===== src/rtl/sobel_pkg.sv =====
// rtl/sobel_pkg.sv - shared types and constants for the Sobel scan sequencer
package sobel_pkg;

  localparam int DIM_W   = 12;
  localparam int MIN_DIM = 3;

  typedef enum logic [3:0] {
    IDLE,
    CHECK,
    LOAD,
    FETCH,
    CALC,
    WRITE,
    MOVE,
    DONE,
    ERROR
  } seq_state_t;

  // States that wait on an external unit and are therefore watched by the timer
  function automatic logic is_waiting(input seq_state_t s);
    return (s inside {LOAD, FETCH, CALC, WRITE, MOVE});
  endfunction

  function automatic logic is_busy(input seq_state_t s);
    return !(s inside {IDLE, DONE, ERROR});
  endfunction

endpackage


===== src/rtl/seq_watchdog.sv =====
// rtl/seq_watchdog.sv - per-state handshake timer, flags expiry after TIMEOUT cycles
module seq_watchdog #(
  parameter int TIMEOUT = 1023
) (
  input  logic clk,
  input  logic n_reset,
  input  logic clear,
  input  logic enable,
  output logic expired
);

  localparam int TW = $clog2(TIMEOUT + 1);

  logic [TW-1:0] count_q;

  assign expired = (count_q == TW'(TIMEOUT));

  always_ff @(posedge clk or negedge n_reset) begin
    if (!n_reset) begin
      count_q <= '0;
    end else if (clear) begin
      count_q <= '0;
    end else if (enable && !expired) begin
      count_q <= count_q + 1'b1;
    end
  end

endmodule


===== src/rtl/sobel_scan_sequencer.sv =====
// rtl/sobel_scan_sequencer.sv - frame-level sequencer: load, then fetch/calc/write/move per window
module sobel_scan_sequencer #(
  parameter int DIM_W   = sobel_pkg::DIM_W,
  parameter int CNT_W   = 24,
  parameter int TIMEOUT = 1023
) (
  input  logic             clk,
  input  logic             n_reset,
  input  logic             start,
  input  logic [DIM_W-1:0] img_width,
  input  logic [DIM_W-1:0] img_length,
  input  logic             load_done,
  input  logic             move_done,
  input  logic             all_done,
  input  logic             fetch_done,
  input  logic             calc_done,
  input  logic             wr_done,
  output logic             load_initial,
  output logic             start_move,
  output logic             fetch_req,
  output logic             fetch_full,
  output logic             calc_start,
  output logic             wr_req,
  output logic             busy,
  output logic             frame_done,
  output logic             error,
  output logic [CNT_W-1:0] pix_count
);

  import sobel_pkg::*;

  seq_state_t       state_q, state_d;
  logic [DIM_W-1:0] width_q, width_d;
  logic [DIM_W-1:0] length_q, length_d;
  logic             first_win_q, first_win_d;
  logic [CNT_W-1:0] pix_count_d;

  logic load_initial_d, start_move_d, fetch_req_d, fetch_full_d;
  logic calc_start_d, wr_req_d, busy_d, frame_done_d, error_d;

  logic wd_clear, wd_enable, wd_expired;

  seq_watchdog #(
    .TIMEOUT(TIMEOUT)
  ) u_watchdog (
    .clk    (clk),
    .n_reset(n_reset),
    .clear  (wd_clear),
    .enable (wd_enable),
    .expired(wd_expired)
  );

  always_comb begin
    state_d     = state_q;
    width_d     = width_q;
    length_d    = length_q;
    first_win_d = first_win_q;
    pix_count_d = pix_count;

    if (is_waiting(state_q) && wd_expired) begin
      state_d = ERROR;
    end else begin
      unique case (state_q)
        IDLE, DONE, ERROR: begin
          if (start) begin
            state_d     = CHECK;
            width_d     = img_width;
            length_d    = img_length;
            pix_count_d = '0;
          end
        end
        CHECK: begin
          if ((width_q < DIM_W'(MIN_DIM)) || (length_q < DIM_W'(MIN_DIM))) begin
            state_d = ERROR;
          end else begin
            state_d = LOAD;
          end
        end
        LOAD: begin
          if (load_done) begin
            state_d     = FETCH;
            first_win_d = 1'b1;
          end
        end
        FETCH: begin
          if (fetch_done) begin
            state_d     = CALC;
            first_win_d = 1'b0;
          end
        end
        CALC: begin
          if (calc_done) begin
            state_d = WRITE;
          end
        end
        WRITE: begin
          if (wr_done) begin
            state_d = MOVE;
            if (pix_count != '1) begin
              pix_count_d = pix_count + 1'b1;
            end
          end
        end
        MOVE: begin
          // A scan-exhausted mover takes priority over a simultaneous step-done
          if (all_done) begin
            state_d = DONE;
          end else if (move_done) begin
            state_d = FETCH;
          end
        end
        default: state_d = IDLE;
      endcase
    end

    wd_clear  = (state_d != state_q);
    wd_enable = is_waiting(state_q);

    // Outputs are decoded from the next state so they register alongside it
    load_initial_d = (state_d == LOAD);
    fetch_req_d    = (state_d == FETCH);
    fetch_full_d   = (state_d == FETCH) && first_win_d;
    calc_start_d   = (state_d == CALC) && (state_q != CALC);
    wr_req_d       = (state_d == WRITE);
    start_move_d   = (state_d == MOVE);
    busy_d         = is_busy(state_d);
    frame_done_d   = (state_d == DONE) && (state_q != DONE);
    error_d        = (state_d == ERROR);
  end

  always_ff @(posedge clk or negedge n_reset) begin
    if (!n_reset) begin
      state_q      <= IDLE;
      width_q      <= '0;
      length_q     <= '0;
      first_win_q  <= 1'b0;
      pix_count    <= '0;
      load_initial <= 1'b0;
      start_move   <= 1'b0;
      fetch_req    <= 1'b0;
      fetch_full   <= 1'b0;
      calc_start   <= 1'b0;
      wr_req       <= 1'b0;
      busy         <= 1'b0;
      frame_done   <= 1'b0;
      error        <= 1'b0;
    end else begin
      state_q      <= state_d;
      width_q      <= width_d;
      length_q     <= length_d;
      first_win_q  <= first_win_d;
      pix_count    <= pix_count_d;
      load_initial <= load_initial_d;
      start_move   <= start_move_d;
      fetch_req    <= fetch_req_d;
      fetch_full   <= fetch_full_d;
      calc_start   <= calc_start_d;
      wr_req       <= wr_req_d;
      busy         <= busy_d;
      frame_done   <= frame_done_d;
      error        <= error_d;
    end
  end

endmodule


===== config.mk =====
export PLATFORM = sky130hd
export DESIGN_NAME = sobel_scan_sequencer
export DESIGN_NICKNAME = d
export VERILOG_FILES = /design/src/rtl/sobel_pkg.sv /design/src/rtl/seq_watchdog.sv /design/src/rtl/sobel_scan_sequencer.sv
export SDC_FILE = /design/constraint.sdc
export NUM_CORES = 1
export LEC_CHECK = 0
export ABC_CLOCK_PERIOD_IN_PS = 2100
export CAP_MARGIN = 15
export CORE_ASPECT_RATIO = 0.9
export CORE_MARGIN = 3
export CORE_UTILIZATION = 35
export CTS_CLUSTER_DIAMETER = 60
export CTS_CLUSTER_SIZE = 30
export DETAILED_ROUTE_END_ITERATION = 8
export PLACE_DENSITY = 0.58
export SETUP_SLACK_MARGIN = 0.3
export SLEW_MARGIN = 15
export SYNTH_ARGS = -nofsm -noshare
export SYNTH_HDL_FRONTEND = slang
export SYNTH_SLANG_ARGS = --single-unit

===== constraint.sdc =====
create_clock -name clk -period 2.1 [get_ports clk]
set_input_delay 0.525 -clock clk [delete_from_list [all_inputs] [get_ports clk]]
set_output_delay 0.525 -clock clk [all_outputs]
set_load 0.05 [all_outputs]

### Word-level counts from Yosys, hierarchy flattened

Index checks and enable logic that the tools add are counted.

* register bits: 72
* bits of input ports: 33
* output and inout port bits: 33
* logic and storage cells: 80

* add/sub/neg operators: 2
* $lt $le $gt $ge: 2
* eq/ne operators: 23
* muxes and demuxes: 20
* bitwise logic cells: 1
* reductions and logical operators: 17

Operators with widths (number)
* 2-to-1 mux 24 bit: 3
* one-hot mux 24 bit (2 select lines): 1
* 2-to-1 mux 4 bit: 9
* == test 4 x 3 -> 1 bit (second input constant): 8
* one-hot mux 4 bit (7 select lines): 1
* adder 24 x 1 -> 24 bit (second input constant): 1
* < comparator 12 x 2 -> 1 bit (second input constant): 2
* inequality test 24 bit (second input constant): 1
* 2-to-1 mux 10 bit: 2
* == test 4 x 2 -> 1 bit (second input constant): 4
* adder 10 x 1 -> 10 bit (second input constant): 1
* == test 10 bit (second input constant): 1
* == test 4 bit (second input constant): 2
* zero test 4 bit: 2
* inequality test 4 x 3 -> 1 bit (second input constant): 2
* inequality test 2 bit (second input constant): 3
* logical AND 1 bit: 5
* AND reduction 5 bit: 1
* nonzero test 5 bit: 1
* == test 4 x 1 -> 1 bit (second input constant): 1
* inequality test 4 bit: 1
* nonzero test 2 bit: 2
* 2-to-1 mux 1 bit: 3
* AND reduction 3 bit: 1
* 6 further kinds: 7

### Logic depth before layout (Yosys ltp)

* depth in word-level cells: 8
* gate-level depth with buffers: 9
* gate-level depth less buffers: 8

### By module

Synthesis repeated with hierarchy kept, for this count alone.

* cells, all modules: 409
* area total of the unflattened synthesis: 3698.5 um^2

By module, submodules not included
* sobel_scan_sequencer: times used 1, cells an instance 353, area each 3133.0 um^2, seq. area each 1551.5 um^2
* seq_watchdog: times used 1, cells an instance 56, area each 565.5 um^2, seq. area each 250.2 um^2

### Worst setup path after synthesis

OpenSTA, ideal clock, no wires.

* path kind: reg2reg
* from: register pix_count[4]
* to: register pix_count[21]
* library setup time: 0.078 ns
* data arrival time: 2.197 ns
* required time: 2.022 ns
* path slack: -0.175 ns
* stages on the path, launching flop included: 8
* buffers on the path: 2
* period minus slack after synthesis: 2.275 ns
* cell sequence: dfrtp_1 > and4_1 > clkbuf_1 > nand3b_1 > or3_1 > clkbuf_2 > or3_1 > a21oi_1

* longest elaborated chain between the ends: 4
* elaborated cells on any way between the ends: 7
* classes of those cells: add/sub (1); eq/ne (2); mux (3); reduce/logical (1)

RTL lines
* from (decl): line sobel_scan_sequencer.sv:27 `output logic [CNT_W-1:0] pix_count`
* from (signal assigned): line sobel_scan_sequencer.sv:152 `pix_count <= pix_count_d;`
* adder 24 x 1 -> 24 bit: line sobel_scan_sequencer.sv:100 `pix_count_d = pix_count + 1'b1;`
* 2-to-1 mux 24 bit: line sobel_scan_sequencer.sv:99 `if (pix_count != '1) begin`
* 2-to-1 mux 24 bit: line sobel_scan_sequencer.sv:97 `if (wr_done) begin`
* one-hot mux 24 bit (2 select lines): line sobel_scan_sequencer.sv:63 `unique case (state_q)`

Parallel ways exist; a longest one is shown, timed or not. The select of a mux whose other input is x is not followed.
A chain may end at the register's enable or synchronous reset.

### Worst setup path after layout

* from: register state_q[0]
* to: register pix_count[15]

* longest elaborated chain between the ends: 5
* elaborated cells on any way between the ends: 18
* classes of those cells: eq/ne (10); mux (1); bitwise (1); reduce/logical (6)

RTL lines
* from (decl): line sobel_scan_sequencer.sv:32 `seq_state_t state_q, state_d;`
* from (signal assigned): line sobel_scan_sequencer.sv:148 `state_q <= state_d;`
* == test 4 x 2 -> 1 bit, or another cell as far along: line sobel_pkg.sv:21 `return (s inside {LOAD, FETCH, CALC, WRITE, MOVE});`
* nonzero test 5 bit: line sobel_pkg.sv:21
* logical AND 1 bit: line sobel_scan_sequencer.sv:60 `if (is_waiting(state_q) && wd_expired) begin`
* NOT 1 bit (no source line)
* AND reduction 5 bit (no source line)

Parallel ways exist; a longest one is shown, timed or not.

==> impl_metrics.tcl <==
set metrics [dict create \
    post-route-drc-count 0 \
    core_sq_um 9740 \
    async_reset_ff_share_pct 100 \
    die_h_microns 101 \
    grt.total_usage_pct 17.5 \
    fin_ws_ns 0.0428 \
    viasPerCell 5.09 \
    cts-htree-levels 3 \
    start_kind "flip-flop" \
    reg2reg_to "pix_count[15]$_DFFE_PN0P_" \
    setup_viol 0 \
    synth_largest_area_cell "dfrtp_1" \
    p_int_uw 4090 \
    finalHoldViolCount 0 \
    finalClockSkew_ns 0.00763 \
    worst-path-buf-inv 1 \
    io_pins 66 \
    critPathKind "flip-flop to flip-flop" \
    tritoncts "built" \
    p_leak_uw 0.00238 \
    root_buffer "clkbuf_8" \
    path_max_fanout 5 \
    synth-edff-count 0 \
    cp-end-kind "flip-flop" \
    ys.flop_type "dfrtp_1" \
    crit_chain "buf_6 > nor3_4 > a32o_2 > o211ai_4 > or3_4 > or3_4 > a21oi_2" \
    grt_first_pass_wirelength_microns 15900 \
    r2r_setup_slack_ns 0.04 \
    yosysSeqAreaShare_pct 50.9 \
    max_freq_mhz 486 \
    netlist.area_leader.share_pct 50.9 \
    drive_gt1_share_pct 39.0 \
    syn_area_per_cell_sq_um 9.16 \
    critical_path_arrival_ns 2.33 \
    multi_input_area_sq_um 2120 \
    antenna_found_initial 0 \
    cp_slowest_stage_delay_ns 0.47 \
    clk_path_buf_depth 2 \
    crit_path_frequent_cell "or3_4" \
    outcome "finished, final reports clean" \
    comb_power_share_pct 52.3 \
    row_count 34 \
    ys_ff_latch 72 \
    synth_fp_nets 421 \
    numCtsBuffers 9 \
    grt_pass1_vias 3213 \
    die_w_microns 112 \
    r2r-start "state_q[0]$_DFF_PN0_" \
    die_area_sq_um 11300 \
    path_clk_slew_ns 0.08 \
    finalNonFillerCells 641 \
    dp.cells 600 \
    rr_worst_depth 7 \
    routabilityCongestion 0.880 \
    netlist_area_sq_um 3540 \
    num_vias 3262 \
    min_period_ns 2.06 \
    holdBufCountCts 0 \
    port_buffers 65 \
    synthTopCellsByArea "dfrtp_1, nand2_1, xnor2_1, nor2_1, o21ai_0" \
    pwr-share-clk_pct 18.4 \
    grt_max_degree 73 \
    p_per_area_nw_per_um2 1210 \
    final_common_cell "nand2_1" \
    peakVddDrop_v 0.000789 \
    preCtsSetupSlack_ns -0.448 \
    area_delta_synth_final_pct 56.8 \
    fin_nets 545 \
    seqCellArea_sq_um 1830 \
    synth_cells 386 \
    clkSinkCount 72 \
    required_ns 2.37 \
    diodes 0 \
    layout_common_cells "nand2_1, dfrtp_1, buf_4" \
    insertion_delay_ns 0.35 \
    drtIter0Drc 139 \
    p_seq_share_pct 29.3 \
    wl_per_cell_microns 15.5 \
    overflow 0 \
    slew_viol_final 0 \
    dpl.hpwl_microns 6350 \
    finalCritPeriodShare_pct 98.0 \
    dr.pass1.iters 4 \
    crit_family "simple AND/OR/NAND/NOR gates" \
    power_switching_uw 2630 \
    initial_core_util_pct 36.3 \
    p_total_uw 6720 \
    drt-total-wl_microns 9950 \
    rsz0062_at_grt "yes" \
    ant_nets 0 \
    whs_ns 0.189 \
    synth.distinct_cells 54 \
    num-fill-cells 830 \
    worstMarginPinSlew_ns 0.497 \
    switching_share_pct 39.2 \
    critPathSlowestCell "dfrtp_2" \
    worst_slew_margin_rel_pct 67.0 \
    ys_warn_count 0 \
    hold_class "input port to asynchronous set/reset pin" \
    maxCapViolations 0 \
]
-- synthesized netlist by cell type (all sizes together), types with 5 or more instances --
| library cell | n |
|---|---|
| a21oi | 9 |
| inv | 6 |
| nand2 | 93 |
| nor3 | 12 |
| nor2 | 37 |
| nor4 | 13 |
| and3 | 6 |
| and4 | 5 |
| dfrtp | 72 |
| nand4 | 5 |
| o21ai | 20 |
| buf | 6 |
| clkbuf | 10 |
| xnor2 | 21 |
| or3 | 10 |
| nand3 | 13 |
-- cell type report --
cell class	instances	share of cell area, %
Inverter	6	0.406
Multi-Input combinational cell	293	38.2
Timing Repair Buffer	128	21.4
Clock buffer	12	2.80
Sequential cell	72	33.0
Tap cell	126	2.84
Clock inverter	4	1.38
-- per-layer routing --
layer  vias to the layer above  wire length [microns]  global-route usage, %
met2                        80                   5000                   28.9
met5                         -                      0                      0
met3                        14                    456                   4.72
li1                       1584                      -                      -
met1                      1584                   4350                   22.4
met4                         0                    142                   6.10
-- flip-flops by register name, indices dropped and copies added, names as in the netlist --
name / cells
busy: 1
fetch_req: 1
wr_req: 1
u_watchdog.count_q: 10
error: 1
load_initial: 1
calc_start: 1
first_win_q: 1
fetch_full: 1
frame_done: 1
state_q: 4
start_move: 1
length_q: 12
pix_count: 24
width_q: 12
-- worst max-delay path by stage --
stage                                        endpoint  cells after the start  slack (ns)            startpoint
finish                      pix_count[15]$_DFFE_PN0P_                      7        0.04  state_q[0]$_DFF_PN0_
global route        u_watchdog.count_q[6]$_DFFE_PN0P_                     10       -0.02  state_q[1]$_DFF_PN0_
CTS                 u_watchdog.count_q[0]$_DFFE_PN0P_                      9        0.05  state_q[1]$_DFF_PN0_
detailed placement          pix_count[19]$_DFFE_PN0P_                      7       -0.45               wr_done
global placement            pix_count[23]$_DFFE_PN0P_                      7       -0.38               wr_done
floorplan           u_watchdog.count_q[0]$_DFFE_PN0P_                      8         0.1  state_q[3]$_DFF_PN0_
-- kinds of logic after synthesis --
family,count (synthesis),share of synthesized area [%]
compound gates,48,8.91
xor+xnor,24,5.94
fa+ha+maj,2,0.707
buf+inv,22,2.58
flops,72,50.9
mux,3,1.24
simple gates,215,29.7
-- power groups by stage --
stage | Clock [uW] | Combinational, uW | Sequential [uW]
final | 1240 | 3510 | 1970
after global routing | 1340 | 3760 | 2000
after CTS | 1280 | 3070 | 1960
after detailed placement | 0 | 2490 | 1990
after global placement | 0 | 2430 | 1990
after floorplan | 0 | 1260 | 2140
-- through the flow --
stage                     setup TNS, ns  instance area, sq um  utilization, %
after floorplan                       0                  3600               -
after global placement            -9.99                  4640            47.6
after detailed placement         -11.51                  4640            47.6
after CTS                             0                  5310            54.5
after global routing            -0.0792                  5550            56.9
final                                 0                  5550            56.9
-- repair_timing --
action / in CTS / in global routing
setup buffers: 17 / 6
setup endpoints to repair: 66 / 73
gates cloned: 2 / 0
hold endpoints to repair: 0 / 0
pin swaps: 15 / 28
gates resized for setup: 116 / 58
No activity file was read; power rests on OpenSTA's default activity.
==> RTL change (same settings) <==
Set the parameter `CNT_W` to 36 (it was 24).
--- a/src/rtl/sobel_scan_sequencer.sv
+++ b/src/rtl/sobel_scan_sequencer.sv
@@ -2,5 +2,5 @@
 module sobel_scan_sequencer #(
   parameter int DIM_W   = sobel_pkg::DIM_W,
-  parameter int CNT_W   = 24,
+  parameter int CNT_W   = 36,
   parameter int TIMEOUT = 1023
 ) (
Interface: changed (resized pix_count); port bits go from 66 to 78. The function was not compared with the original's and may differ.
==> RTL change against the original RTL <==
The flow now finishes with violations (negative setup slack). Clock power up 34%. Total power up 37%. Area after synthesis up 32%. Wire length up 66%. Critical path depth down 1. Die area up 30%. Cell area up 48%. Sequential cell count up 12. Core utilization up 6.8 points. Sequential power up 15%. Non-clock buffer count up 94. Worst setup slack worse by 110 ps. Critical path type unchanged. Largest cell class unchanged.
==> RTL change: results (changes against the original RTL) <==
status finished, violations left; violated checks negative setup slack; max reg flops 36 (+50%); worst reg2reg endpoint pix_count[26]; R2R depth 6 (-1); placer congestion estimate 0.865 (-1.7%); synth top area cells dfrtp_1 45%, nand2_1 9.1%, nor4_1 3.1%, mux2i_1 3.0%, nand4_1 2.7%; slowest CP cell or4_4; initial antenna violation count 1 (+1); crit-path max cell delay 590 ps (+120 ps); Final Skew 5.46 ps (-2.17 ps); largest net degree at the start of global routing 85 (+16%); Slew @ Worst Pin 540 ps (+43.5 ps); hold slack final 147 ps (-41.4 ps); leakage 0.00355 uW (+49%); CP arrival 2450 ps (+120 ps); Vias/cell 5.61 (+10%); final worst slack -63.3 ps (-106 ps); Crit Path Max Fanout 8 (+3); Commonest cells post-synth 113 x nand2_1, 84 x dfrtp_1, 23 x nand3_1, 23 x nor4_1; GRT Overall Usage 0.205 (+0.0305); final setup violation count 9 (+9); vias in the first global route 4780 (+49%); setup TNS -250 ps (-250 ps); Hold Crit Class in -> async; Detail Placement HPWL 9680 um (+53%); ant diodes 0 (unchanged); synth unique cells 66 (+22%); peak supply drop 0.764 mV (-3.2%); Net Count, Synth 551 (+31%); first-pass GRT wire length 24400 um (+53%); share of cells above drive strength 1 0.510 (+0.120); Net Sw Power 3650 uW (+39%); Final min period 2160 ps (+106 ps)
## RTL change: cell type report
type / instances / area share
clock buffer: 10 / 0.0279
clock inverter: 6 / 0.00869
inverter: 5 / 0.00229
multi-input combinational: 396 / 0.407
sequential: 84 / 0.260
tap: 164 / 0.0250
timing repair buffer: 222 / 0.269
## RTL change: cells by family (layout without fill, tap and decap cells)
kind of cell,after synthesis,after routing,share of synthesized area
and+or+nand+nor,289,289,0.327
DFF,84,84,0.451
AOI/OAI and AO/OA,81,82,0.130
buffers and inverters,37,243,0.0392
muxes,15,15,0.0325
xor gates and xnor gates,8,8,0.0150
adders and majority gates,2,2,0.00537
## RTL change: through the flow
stage | power, uW | setup WS (ps) | instances | cell area (um2) | util
CTS | 7770 | -48.2 | 855 | 7380 | 0.573
global route | 9670 | -117 | 887 | 8210 | 0.637
floorplan | 4030 | -207 | 516 | 4950 | -
global placement | 5160 | -404 | 813 | 6390 | 0.496
detailed placement | 5220 | -446 | 813 | 6390 | 0.496
finish | 9210 | -63.3 | 887 | 8210 | 0.637
## RTL change: repair_timing
| item | 4_1_cts | 5_1_grt |
|---|---|---|
| setup buffers | 21 | 24 |
| setup endpoints to repair | 93 | 80 |
| pin swaps | 29 | 72 |
| cloned | 5 | 8 |
| gates resized for setup | 115 | 113 |
## RTL change: worst max-delay path by stage
stage | slack [ps] | end | from | cells past startpoint
after floorplan | -210 | pix_count[5] | pix_count[1] | 7
after global placement | -400 | pix_count[4] | wr_done | 7
after detailed placement | -450 | pix_count[17] | start | 7
after CTS | -50 | pix_count[26] | pix_count[13] | 5
after global routing | -120 | pix_count[24] | pix_count[1] | 6
final | -60 | pix_count[26] | pix_count[1] | 6
## RTL change: power groups by stage
stage	clock network, uW	registers, uW	logic, uW
after floorplan	0	2310	1710
after global placement	0	2200	2960
after detailed placement	0	2210	3010
after CTS	1680	2180	3900
after global routing	1750	2300	5620
final	1660	2260	5290
## RTL change: layer usage
metal  track usage  wire, um  vias to the layer above  share of wire
li1              -         -                     2327              -
met1         0.282      7410                     2446           0.45
met2         0.329      7860                      164           0.48
met3        0.0488       917                       33          0.055
met4        0.0545       331                        2          0.020
met5             0        13                        -        0.00079
## RTL change: worst reg2reg max path, delay by kind of cell (launching register included)
| family | cells | cell delay (ps) |
|---|---|---|
| AND/OR/NAND/NOR | 3 | 1120 |
| AO/OA/AOI/OAI | 2 | 430 |
| flip-flops | 1 | 390 |
| adder cells (fa/ha/maj) | 1 | 150 |
